==> config.mk <==
export PLATFORM = sky130hd
export DESIGN_NAME = mem_port_ctrl_flat
export DESIGN_NICKNAME = d
export VERILOG_FILES = /design/src/rtl/mem_ctrl_pkg.sv /design/src/rtl/mem_port_ctrl_if.sv /design/src/rtl/mem_rr_arb.sv /design/src/rtl/mem_port_ctrl.sv /design/src/flat_wrapper.sv
export SDC_FILE = /design/constraint.sdc
export NUM_CORES = 1
export LEC_CHECK = 0
export ABC_CLOCK_PERIOD_IN_PS = 3500
export CAP_MARGIN = 10
export CORE_MARGIN = 1
export CORE_UTILIZATION = 45
export DETAILED_ROUTE_END_ITERATION = 12
export DONT_BUFFER_PORTS = 1
export SLEW_MARGIN = 10
export SYNTH_ARGS = -nofsm -noshare
export SYNTH_HDL_FRONTEND = slang
export SYNTH_HIERARCHICAL = 1
export SYNTH_SLANG_ARGS = --single-unit
==> constraint.sdc <==
create_clock -name clk -period 3.5 [get_ports clk]
set_input_delay 0 -clock clk [delete_from_list [all_inputs] [get_ports clk]]
set_output_delay 0 -clock clk [all_outputs]
set_load 0.02 [all_outputs]
==> src/rtl/mem_ctrl_pkg.sv <==
// +--------------------------------------------------------------------+
// | mem_ctrl_pkg : shared types and helpers for mem_port_ctrl (rev 1.0) |
// +--------------------------------------------------------------------+
`default_nettype none

package mem_ctrl_pkg;

  typedef enum logic [1:0] {
    IDLE     = 2'd0,
    ACCESS   = 2'd1,
    MERGE_WR = 2'd2,
    RESP     = 2'd3
  } state_t;

  typedef enum logic {
    PORT_I = 1'b0,
    PORT_D = 1'b1
  } port_t;

  // Byte 0 is the lowest address and occupies the most significant lane.
  typedef logic [0:3][7:0] byte_word_t;

  localparam logic [31:0] WORD_MASK = 32'hFFFF_FFFC;

  localparam int unsigned IDX_I = 0;
  localparam int unsigned IDX_D = 1;

  function automatic byte_word_t merge_bytes(
    input byte_word_t old_w,
    input byte_word_t new_w,
    input logic [3:0] strb
  );
    byte_word_t r;
    r = old_w;
    for (int k = 0; k < 4; k++) begin
      if (strb[k]) r[k] = new_w[k];
    end
    return r;
  endfunction

endpackage

`default_nettype wire

==> src/rtl/mem_port_ctrl_if.sv <==
// +--------------------------------------------------------------------+
// | mem_port_ctrl_if : fetch, load/store and memory buses (rev 1.0)     |
// +--------------------------------------------------------------------+
`default_nettype none

interface mem_port_ctrl_if;
  import mem_ctrl_pkg::*;

  logic        i_req_valid;
  logic        i_req_ready;
  logic [31:0] i_req_addr;
  logic        i_rsp_valid;
  logic        i_rsp_ready;
  byte_word_t  i_rsp_rdata;
  logic        i_rsp_err;

  logic        d_req_valid;
  logic        d_req_ready;
  logic [31:0] d_req_addr;
  logic        d_req_we;
  logic [3:0]  d_req_strb;
  byte_word_t  d_req_wdata;
  logic        d_rsp_valid;
  logic        d_rsp_ready;
  byte_word_t  d_rsp_rdata;
  logic        d_rsp_err;

  logic [31:0] mem_addr;
  byte_word_t  mem_data_in;
  logic        mem_we;
  byte_word_t  mem_data_out;

  // Controller side.
  modport slave (
    input  i_req_valid, i_req_addr, i_rsp_ready,
    output i_req_ready, i_rsp_valid, i_rsp_rdata, i_rsp_err,
    input  d_req_valid, d_req_addr, d_req_we, d_req_strb, d_req_wdata, d_rsp_ready,
    output d_req_ready, d_rsp_valid, d_rsp_rdata, d_rsp_err,
    output mem_addr, mem_data_in, mem_we,
    input  mem_data_out
  );

  // Core pipeline plus memory instance side.
  modport master (
    output i_req_valid, i_req_addr, i_rsp_ready,
    input  i_req_ready, i_rsp_valid, i_rsp_rdata, i_rsp_err,
    output d_req_valid, d_req_addr, d_req_we, d_req_strb, d_req_wdata, d_rsp_ready,
    input  d_req_ready, d_rsp_valid, d_rsp_rdata, d_rsp_err,
    input  mem_addr, mem_data_in, mem_we,
    output mem_data_out
  );

endinterface

`default_nettype wire

==> src/rtl/mem_rr_arb.sv <==
// +--------------------------------------------------------------------+
// | mem_rr_arb : 2-way round-robin arbiter, bit0 = I, bit1 = D (rev 1.0)|
// +--------------------------------------------------------------------+
`default_nettype none

module mem_rr_arb
  import mem_ctrl_pkg::*;
(
  input  logic       clk,
  input  logic       rst,
  input  logic [1:0] req_i,
  input  logic       advance_i,
  output logic [1:0] grant_o
);

  port_t last_grant_q;

  always_comb begin
    grant_o = 2'b00;
    if (req_i[IDX_D] && (!req_i[IDX_I] || (last_grant_q == PORT_I))) begin
      grant_o[IDX_D] = 1'b1;
    end else if (req_i[IDX_I]) begin
      grant_o[IDX_I] = 1'b1;
    end
  end

  // Reset to I so the first contended request after reset goes to D.
  always_ff @(posedge clk or posedge rst) begin
    if (rst) begin
      last_grant_q <= PORT_I;
    end else if (advance_i && (grant_o != 2'b00)) begin
      last_grant_q <= grant_o[IDX_D] ? PORT_D : PORT_I;
    end
  end

endmodule

`default_nettype wire

==> src/rtl/mem_port_ctrl.sv <==
// +--------------------------------------------------------------------+
// | mem_port_ctrl : I/D port sequencer with RMW partial stores (rev 1.0)|
// +--------------------------------------------------------------------+
`default_nettype none

module mem_port_ctrl
  import mem_ctrl_pkg::*;
#(
  parameter int unsigned TOP   = 65535,
  parameter int unsigned START = 0
) (
  input logic            clk,
  input logic            rst,
  mem_port_ctrl_if.slave bus
);

  localparam logic [31:0] C_TOP_WORD = 32'(TOP) - 32'd3;
  localparam logic [31:0] C_START    = 32'(START);

  state_t      state_q;
  port_t       port_q;
  logic [31:0] ea_q;
  logic        we_q;
  logic [3:0]  strb_q;
  byte_word_t  wdata_q;
  byte_word_t  rdata_q;
  logic        err_q;
  logic        i_rsp_valid_q;
  logic        d_rsp_valid_q;

  logic [1:0]  req;
  logic [1:0]  grant;
  logic        handshake;
  logic        sel_d;
  logic [31:0] req_addr;
  logic        below_start;
  logic        range_err;
  logic        rsp_taken;

  assign req       = {bus.d_req_valid, bus.i_req_valid};
  assign handshake = (state_q == IDLE) && (grant != 2'b00);
  assign sel_d     = grant[IDX_D];
  assign req_addr  = sel_d ? bus.d_req_addr : bus.i_req_addr;

  mem_rr_arb u_arb (
    .clk       (clk),
    .rst       (rst),
    .req_i     (req),
    .advance_i (handshake),
    .grant_o   (grant)
  );

  if (START == 0) begin : g_no_low_bound
    assign below_start = 1'b0;
  end else begin : g_low_bound
    assign below_start = ((req_addr & WORD_MASK) < C_START);
  end

  // The upper bound uses the raw address so a word straddling TOP is rejected.
  assign range_err = below_start || (req_addr > C_TOP_WORD);

  assign bus.i_req_ready = (state_q == IDLE) && grant[IDX_I];
  assign bus.d_req_ready = (state_q == IDLE) && grant[IDX_D];

  assign rsp_taken = (i_rsp_valid_q && bus.i_rsp_ready) ||
                     (d_rsp_valid_q && bus.d_rsp_ready);

  always_ff @(posedge clk or posedge rst) begin
    if (rst) begin
      state_q       <= IDLE;
      port_q        <= PORT_I;
      ea_q          <= '0;
      we_q          <= 1'b0;
      strb_q        <= 4'h0;
      wdata_q       <= '0;
      rdata_q       <= '0;
      err_q         <= 1'b0;
      i_rsp_valid_q <= 1'b0;
      d_rsp_valid_q <= 1'b0;
    end else begin
      unique case (state_q)
        IDLE: begin
          if (handshake) begin
            port_q  <= sel_d ? PORT_D : PORT_I;
            ea_q    <= req_addr & WORD_MASK;
            we_q    <= sel_d && bus.d_req_we;
            strb_q  <= sel_d ? bus.d_req_strb : 4'h0;
            wdata_q <= sel_d ? bus.d_req_wdata : '0;
            err_q   <= range_err;
            state_q <= ACCESS;
          end
        end
        ACCESS: begin
          if (err_q) begin
            rdata_q <= '0;
          end else if (!we_q || (strb_q == 4'h0)) begin
            rdata_q <= bus.mem_data_out;
          end else if (strb_q == 4'hF) begin
            rdata_q <= wdata_q;
          end else begin
            rdata_q <= merge_bytes(bus.mem_data_out, wdata_q, strb_q);
          end

          if (!err_q && we_q && (strb_q != 4'h0) && (strb_q != 4'hF)) begin
            state_q <= MERGE_WR;
          end else begin
            state_q       <= RESP;
            i_rsp_valid_q <= (port_q == PORT_I);
            d_rsp_valid_q <= (port_q == PORT_D);
          end
        end
        MERGE_WR: begin
          state_q       <= RESP;
          i_rsp_valid_q <= (port_q == PORT_I);
          d_rsp_valid_q <= (port_q == PORT_D);
        end
        RESP: begin
          if (rsp_taken) begin
            state_q       <= IDLE;
            i_rsp_valid_q <= 1'b0;
            d_rsp_valid_q <= 1'b0;
          end
        end
        default: state_q <= IDLE;
      endcase
    end
  end

  // Memory strobes decode straight from the state register so a reset drops them at once.
  always_comb begin
    bus.mem_addr    = '0;
    bus.mem_we      = 1'b0;
    bus.mem_data_in = '0;
    case (state_q)
      ACCESS: begin
        bus.mem_addr = ea_q;
        if (we_q && !err_q && (strb_q == 4'hF)) begin
          bus.mem_we      = 1'b1;
          bus.mem_data_in = wdata_q;
        end
      end
      MERGE_WR: begin
        bus.mem_addr    = ea_q;
        bus.mem_we      = 1'b1;
        bus.mem_data_in = rdata_q;
      end
      default: begin
      end
    endcase
  end

  assign bus.i_rsp_valid = i_rsp_valid_q;
  assign bus.i_rsp_err   = i_rsp_valid_q && err_q;
  assign bus.i_rsp_rdata = i_rsp_valid_q ? rdata_q : '0;
  assign bus.d_rsp_valid = d_rsp_valid_q;
  assign bus.d_rsp_err   = d_rsp_valid_q && err_q;
  assign bus.d_rsp_rdata = d_rsp_valid_q ? rdata_q : '0;

endmodule

`default_nettype wire

==> src/flat_wrapper.sv <==
// flat-port wrapper written by rule: the top's interface ports become plain ports
module mem_port_ctrl_flat import mem_ctrl_pkg::*;
#(
  parameter int unsigned TOP   = 65535,
  parameter int unsigned START = 0
)
  (clk, rst, bus_i_req_valid, bus_i_req_addr, bus_i_rsp_ready, bus_i_req_ready, bus_i_rsp_valid, bus_i_rsp_rdata, bus_i_rsp_err, bus_d_req_valid, bus_d_req_addr, bus_d_req_we, bus_d_req_strb, bus_d_req_wdata, bus_d_rsp_ready, bus_d_req_ready, bus_d_rsp_valid, bus_d_rsp_rdata, bus_d_rsp_err, bus_mem_addr, bus_mem_data_in, bus_mem_we, bus_mem_data_out);
  mem_port_ctrl_if bus_i ();
  input logic clk;
  input logic rst;
  input wire logic [$bits(bus_i.i_req_valid)-1:0] bus_i_req_valid;
  input wire logic [$bits(bus_i.i_req_addr)-1:0] bus_i_req_addr;
  input wire logic [$bits(bus_i.i_rsp_ready)-1:0] bus_i_rsp_ready;
  output wire logic [$bits(bus_i.i_req_ready)-1:0] bus_i_req_ready;
  output wire logic [$bits(bus_i.i_rsp_valid)-1:0] bus_i_rsp_valid;
  output wire logic [$bits(bus_i.i_rsp_rdata)-1:0] bus_i_rsp_rdata;
  output wire logic [$bits(bus_i.i_rsp_err)-1:0] bus_i_rsp_err;
  input wire logic [$bits(bus_i.d_req_valid)-1:0] bus_d_req_valid;
  input wire logic [$bits(bus_i.d_req_addr)-1:0] bus_d_req_addr;
  input wire logic [$bits(bus_i.d_req_we)-1:0] bus_d_req_we;
  input wire logic [$bits(bus_i.d_req_strb)-1:0] bus_d_req_strb;
  input wire logic [$bits(bus_i.d_req_wdata)-1:0] bus_d_req_wdata;
  input wire logic [$bits(bus_i.d_rsp_ready)-1:0] bus_d_rsp_ready;
  output wire logic [$bits(bus_i.d_req_ready)-1:0] bus_d_req_ready;
  output wire logic [$bits(bus_i.d_rsp_valid)-1:0] bus_d_rsp_valid;
  output wire logic [$bits(bus_i.d_rsp_rdata)-1:0] bus_d_rsp_rdata;
  output wire logic [$bits(bus_i.d_rsp_err)-1:0] bus_d_rsp_err;
  output wire logic [$bits(bus_i.mem_addr)-1:0] bus_mem_addr;
  output wire logic [$bits(bus_i.mem_data_in)-1:0] bus_mem_data_in;
  output wire logic [$bits(bus_i.mem_we)-1:0] bus_mem_we;
  input wire logic [$bits(bus_i.mem_data_out)-1:0] bus_mem_data_out;
  assign bus_i.i_req_valid = bus_i_req_valid;
  assign bus_i.i_req_addr = bus_i_req_addr;
  assign bus_i.i_rsp_ready = bus_i_rsp_ready;
  assign bus_i_req_ready = bus_i.i_req_ready;
  assign bus_i_rsp_valid = bus_i.i_rsp_valid;
  assign bus_i_rsp_rdata = bus_i.i_rsp_rdata;
  assign bus_i_rsp_err = bus_i.i_rsp_err;
  assign bus_i.d_req_valid = bus_d_req_valid;
  assign bus_i.d_req_addr = bus_d_req_addr;
  assign bus_i.d_req_we = bus_d_req_we;
  assign bus_i.d_req_strb = bus_d_req_strb;
  assign bus_i.d_req_wdata = bus_d_req_wdata;
  assign bus_i.d_rsp_ready = bus_d_rsp_ready;
  assign bus_d_req_ready = bus_i.d_req_ready;
  assign bus_d_rsp_valid = bus_i.d_rsp_valid;
  assign bus_d_rsp_rdata = bus_i.d_rsp_rdata;
  assign bus_d_rsp_err = bus_i.d_rsp_err;
  assign bus_mem_addr = bus_i.mem_addr;
  assign bus_mem_data_in = bus_i.mem_data_in;
  assign bus_mem_we = bus_i.mem_we;
  assign bus_i.mem_data_out = bus_mem_data_out;
  mem_port_ctrl #(.TOP(TOP), .START(START)) u_core (.clk(clk), .rst(rst), .bus(bus_i));
endmodule
==> flow_summary_export.csv <==
group,metric,value,unit
synthesis,post_synth_num_cell_types,43,
status,status,"finished, final reports clean",
layout,n_antenna_cell,0,
synthesis,synth_top_flop_cell,"dfrtp_1",
layout,mostFrequentLayoutCells,"dlygate4sd3_1 (135), dfrtp_1 (106), and2_1 (96)",
layout,fin_util,62.0,%
floorplanning,start_util,46.5,%
floorplanning,die_height,116,um
worst_setup_path,cp.arrival,3.07,ns
clock_tree,clkLatencyLatePin,0.35,ns
worst_setup_path,cp_slowest_cell,"dlygate4sd3_1",
synthesis,synth_seq_cells,106,
clock_tree,clkSinkCount,106,
worst_setup_path,critPathKind,"reg2reg",
pwr,peakVddDrop,0.513,mV
placed_design,dp_hpwl,11.5,mm
synthesis,yosys_warnings,6,
sta,period_share,81.1,%
grt,grt_overflow_total,0,
sta,fin_skew,0.00958,ns
synthesis,ys_async_sr_fraction,100,%
floorplanning,std_cell_rows,41,
layout,areaGrowthSynthToFinish,33.5,%
worst_hold_path,hold_depth,3,
worst_setup_path,r2r_cells,7,
clock_tree,clk_path_buf_depth,2,
worst_hold_path,hp-class,"in2reg",
sta,max_freq,352,MHz
grt,grt_pass1_vias,5410,
grt,antenna_found_initial,0,
worst_setup_path,crit_family,"buffers and inverters",
synthesis,synth_area_per_cell,10.0,um^2
worst_setup_path,crit_required,3.73,ns
grt,grt_util_all_layers,27.6,%
sta,setup_tns,0,ns
worst_setup_path,crit_fanout,39,
grt,grt_max_degree,75,
sta,slew_viol_final,0,
synthesis,synth.area.top_cells,"dfrtp_1 (45%), mux2i_1 (10%), and2_1 (10%)",
clock_tree,cts.repair.resized,0,
sta,setup_viol,0,
synthesis,synth_top_cell_area_share,45.0,%
grt,grt_pass1_wl,28.1,mm
worst_setup_path,start_kind,"register",
pwr,p_leak,3.62,nW
detailed_routing,wl,18.7,mm
detailed_routing,vias,5327,
synthesis,synth_edf_count,0,
synthesis,synth_top_area_cell,"dfrtp_1",
layout,drive_gt1_share,8.45,%
synthesis,syn_area,5890,um^2
clock_tree,path_clk_slew,0.07,ns
clock_tree,cts_setup_buffers,0,
layout,final_common_cell,"dlygate4sd3_1",
floorplanning,die_w,116,um
floorplanning,core,12700,um^2
layout,fill_cells,1021,
sta,hold_viol_final,0,
worst_setup_path,max_stage_delay,0.56,ns
sta,holdWs,0.0241,ns
clock_tree,htree_levels,3,
worst_setup_path,cp-end-kind,"register",
placed_design,portBuffers,0,
job,cap_violations,0,
clock_tree,cts_inserted_buffers,9,
synthesis,syn-instance-count,588,
worst_setup_path,path_buf_inv,2,
layout,fin_nets,872,
detailed_routing,drtIter0Drc,358,
placed_design,gp_congestion,0.874,
detailed_routing,routedWlPerCell,20.7,um
synthesis,ys_seq_area_share,45.0,%
worst_setup_path,worst-path-stages,7,
detailed_routing,drc,0,
clock_tree,cts_tree,"done",
sta,worstMarginPinSlew,0.928,ns
pwr,powerDensity,654,nW/um^2
detailed_routing,dr.pass1.iters,5,
floorplanning,io_pins,274,
worst_setup_path,worstPathCellList,"a21boi_4 > buf_4 > nor4b_1 > nand4_1 > a211oi_1 > o22ai_1 > dlygate4sd3_1",
pwr,finalPower,5.14,mW
sta,slew_headroom,38.1,%
floorplanning,die-area,13500,um^2
sta,finalCriticalPeriod,2.84,ns
clock_tree,root_buffer,"clkbuf_16",
clock_tree,postCtsHoldBufs,135,
detailed_routing,ant_nets,0,
sta,rsz0062_at_grt,"no",
detailed_routing,vias_per_cell,5.88,
-- power by group --
group          switching [mW]  internal, mW
Combinational            1.47         0.872
Sequential              0.265          1.60
Clock                   0.437         0.500
Total                    2.17          2.97
-- through the flow --
step | area (um^2) | instances | setup slack, ns
2_1_floorplan | 5890 | 589 | 0.739
3_3_place_gp | 6240 | 755 | 1.30
3_5_place_dp | 6240 | 755 | 1.25
4_1_cts | 7860 | 906 | 0.688
5_1_grt | 7860 | 906 | 0.407
6_report | 7860 | 906 | 0.661
-- flip-flops by register name, summed over array words and instances, names as in the netlist, 2 cells and up --
register / flops
u_core/wdata_q: 32
u_core/state_q: 2
u_core/rdata_q: 32
u_core/ea_q: 30
u_core/strb_q: 4
-- worst register-to-register path, cell delays in order, from the launching register on --
cell           delay [ns]
dfrtp_1              0.43
a21boi_4             0.21
buf_4                0.53
nor4b_1              0.37
nand4_1              0.15
a211oi_1             0.37
o22ai_1              0.12
dlygate4sd3_1        0.56
-- layer usage --
metal / global-route usage, % / share of wire [%] / up-vias
met5: 0 / 0 / -
met4: 10.4 / 1.6 / 0
met3: 5.86 / 6.5 / 25
met2: 48.7 / 52 / 253
met1: 32.9 / 40 / 2668
li1: - / - / 2381
-- final cells by class --
| class | count | area [um^2] | share of cell area (%) |
|---|---|---|---|
| clock buffers | 13 | 250 | 3.18 |
| multi-input cells | 427 | 3030 | 38.5 |
| clock inverters | 3 | 15.0 | 0.191 |
| well taps | 172 | 215 | 2.74 |
| flip-flops and latches | 106 | 2650 | 33.7 |
| inverters | 8 | 32.5 | 0.414 |
| repair buffers | 177 | 1670 | 21.2 |
-- path summary, 6_finish.rpt --
kind	start	endpoint	slack, ns
hold / removal	bus_d_req_valid	u_core/port_q	0.02
min in group asynchronous	rst	u_core/err_q	0.37
max in group asynchronous	rst	u_core/rdata_q[20]	2.13
setup reg to reg	u_core/u_arb/last_grant_q	u_core/err_q	0.66
hold reg to reg	u_core/ea_q[21]	u_core/ea_q[21]	0.48
setup / recovery	u_core/u_arb/last_grant_q	u_core/err_q	0.66
-- cells in the mapped netlist (2+ instances only) --
cell	instances
a21oi_1	2
a22o_1	37
a22oi_1	33
a31oi_1	4
and2_1	97
buf_1	2
buf_2	14
buf_4	2
clkbuf_1	30
dfrtp_1	106
ha_1	4
inv_1	8
mux2_1	2
mux2i_1	61
nand2_1	37
nand2b_1	4
nand3_1	4
nand4_1	5
nand4b_1	2
nor2_1	11
nor2b_1	33
nor3_1	4
nor4_1	4
o21ai_0	32
o2bb2ai_1	32
-- cells by family after synthesis --
logic type / synth area share (%)
buffers and inverters: 3.99
adders and majority gates: 0.850
muxes: 10.7
and+or+nand+nor: 20.0
AOI/OAI and AO/OA: 19.3
other: 0.0637
DFF: 45.0
(Power assumes the default switching activity.)
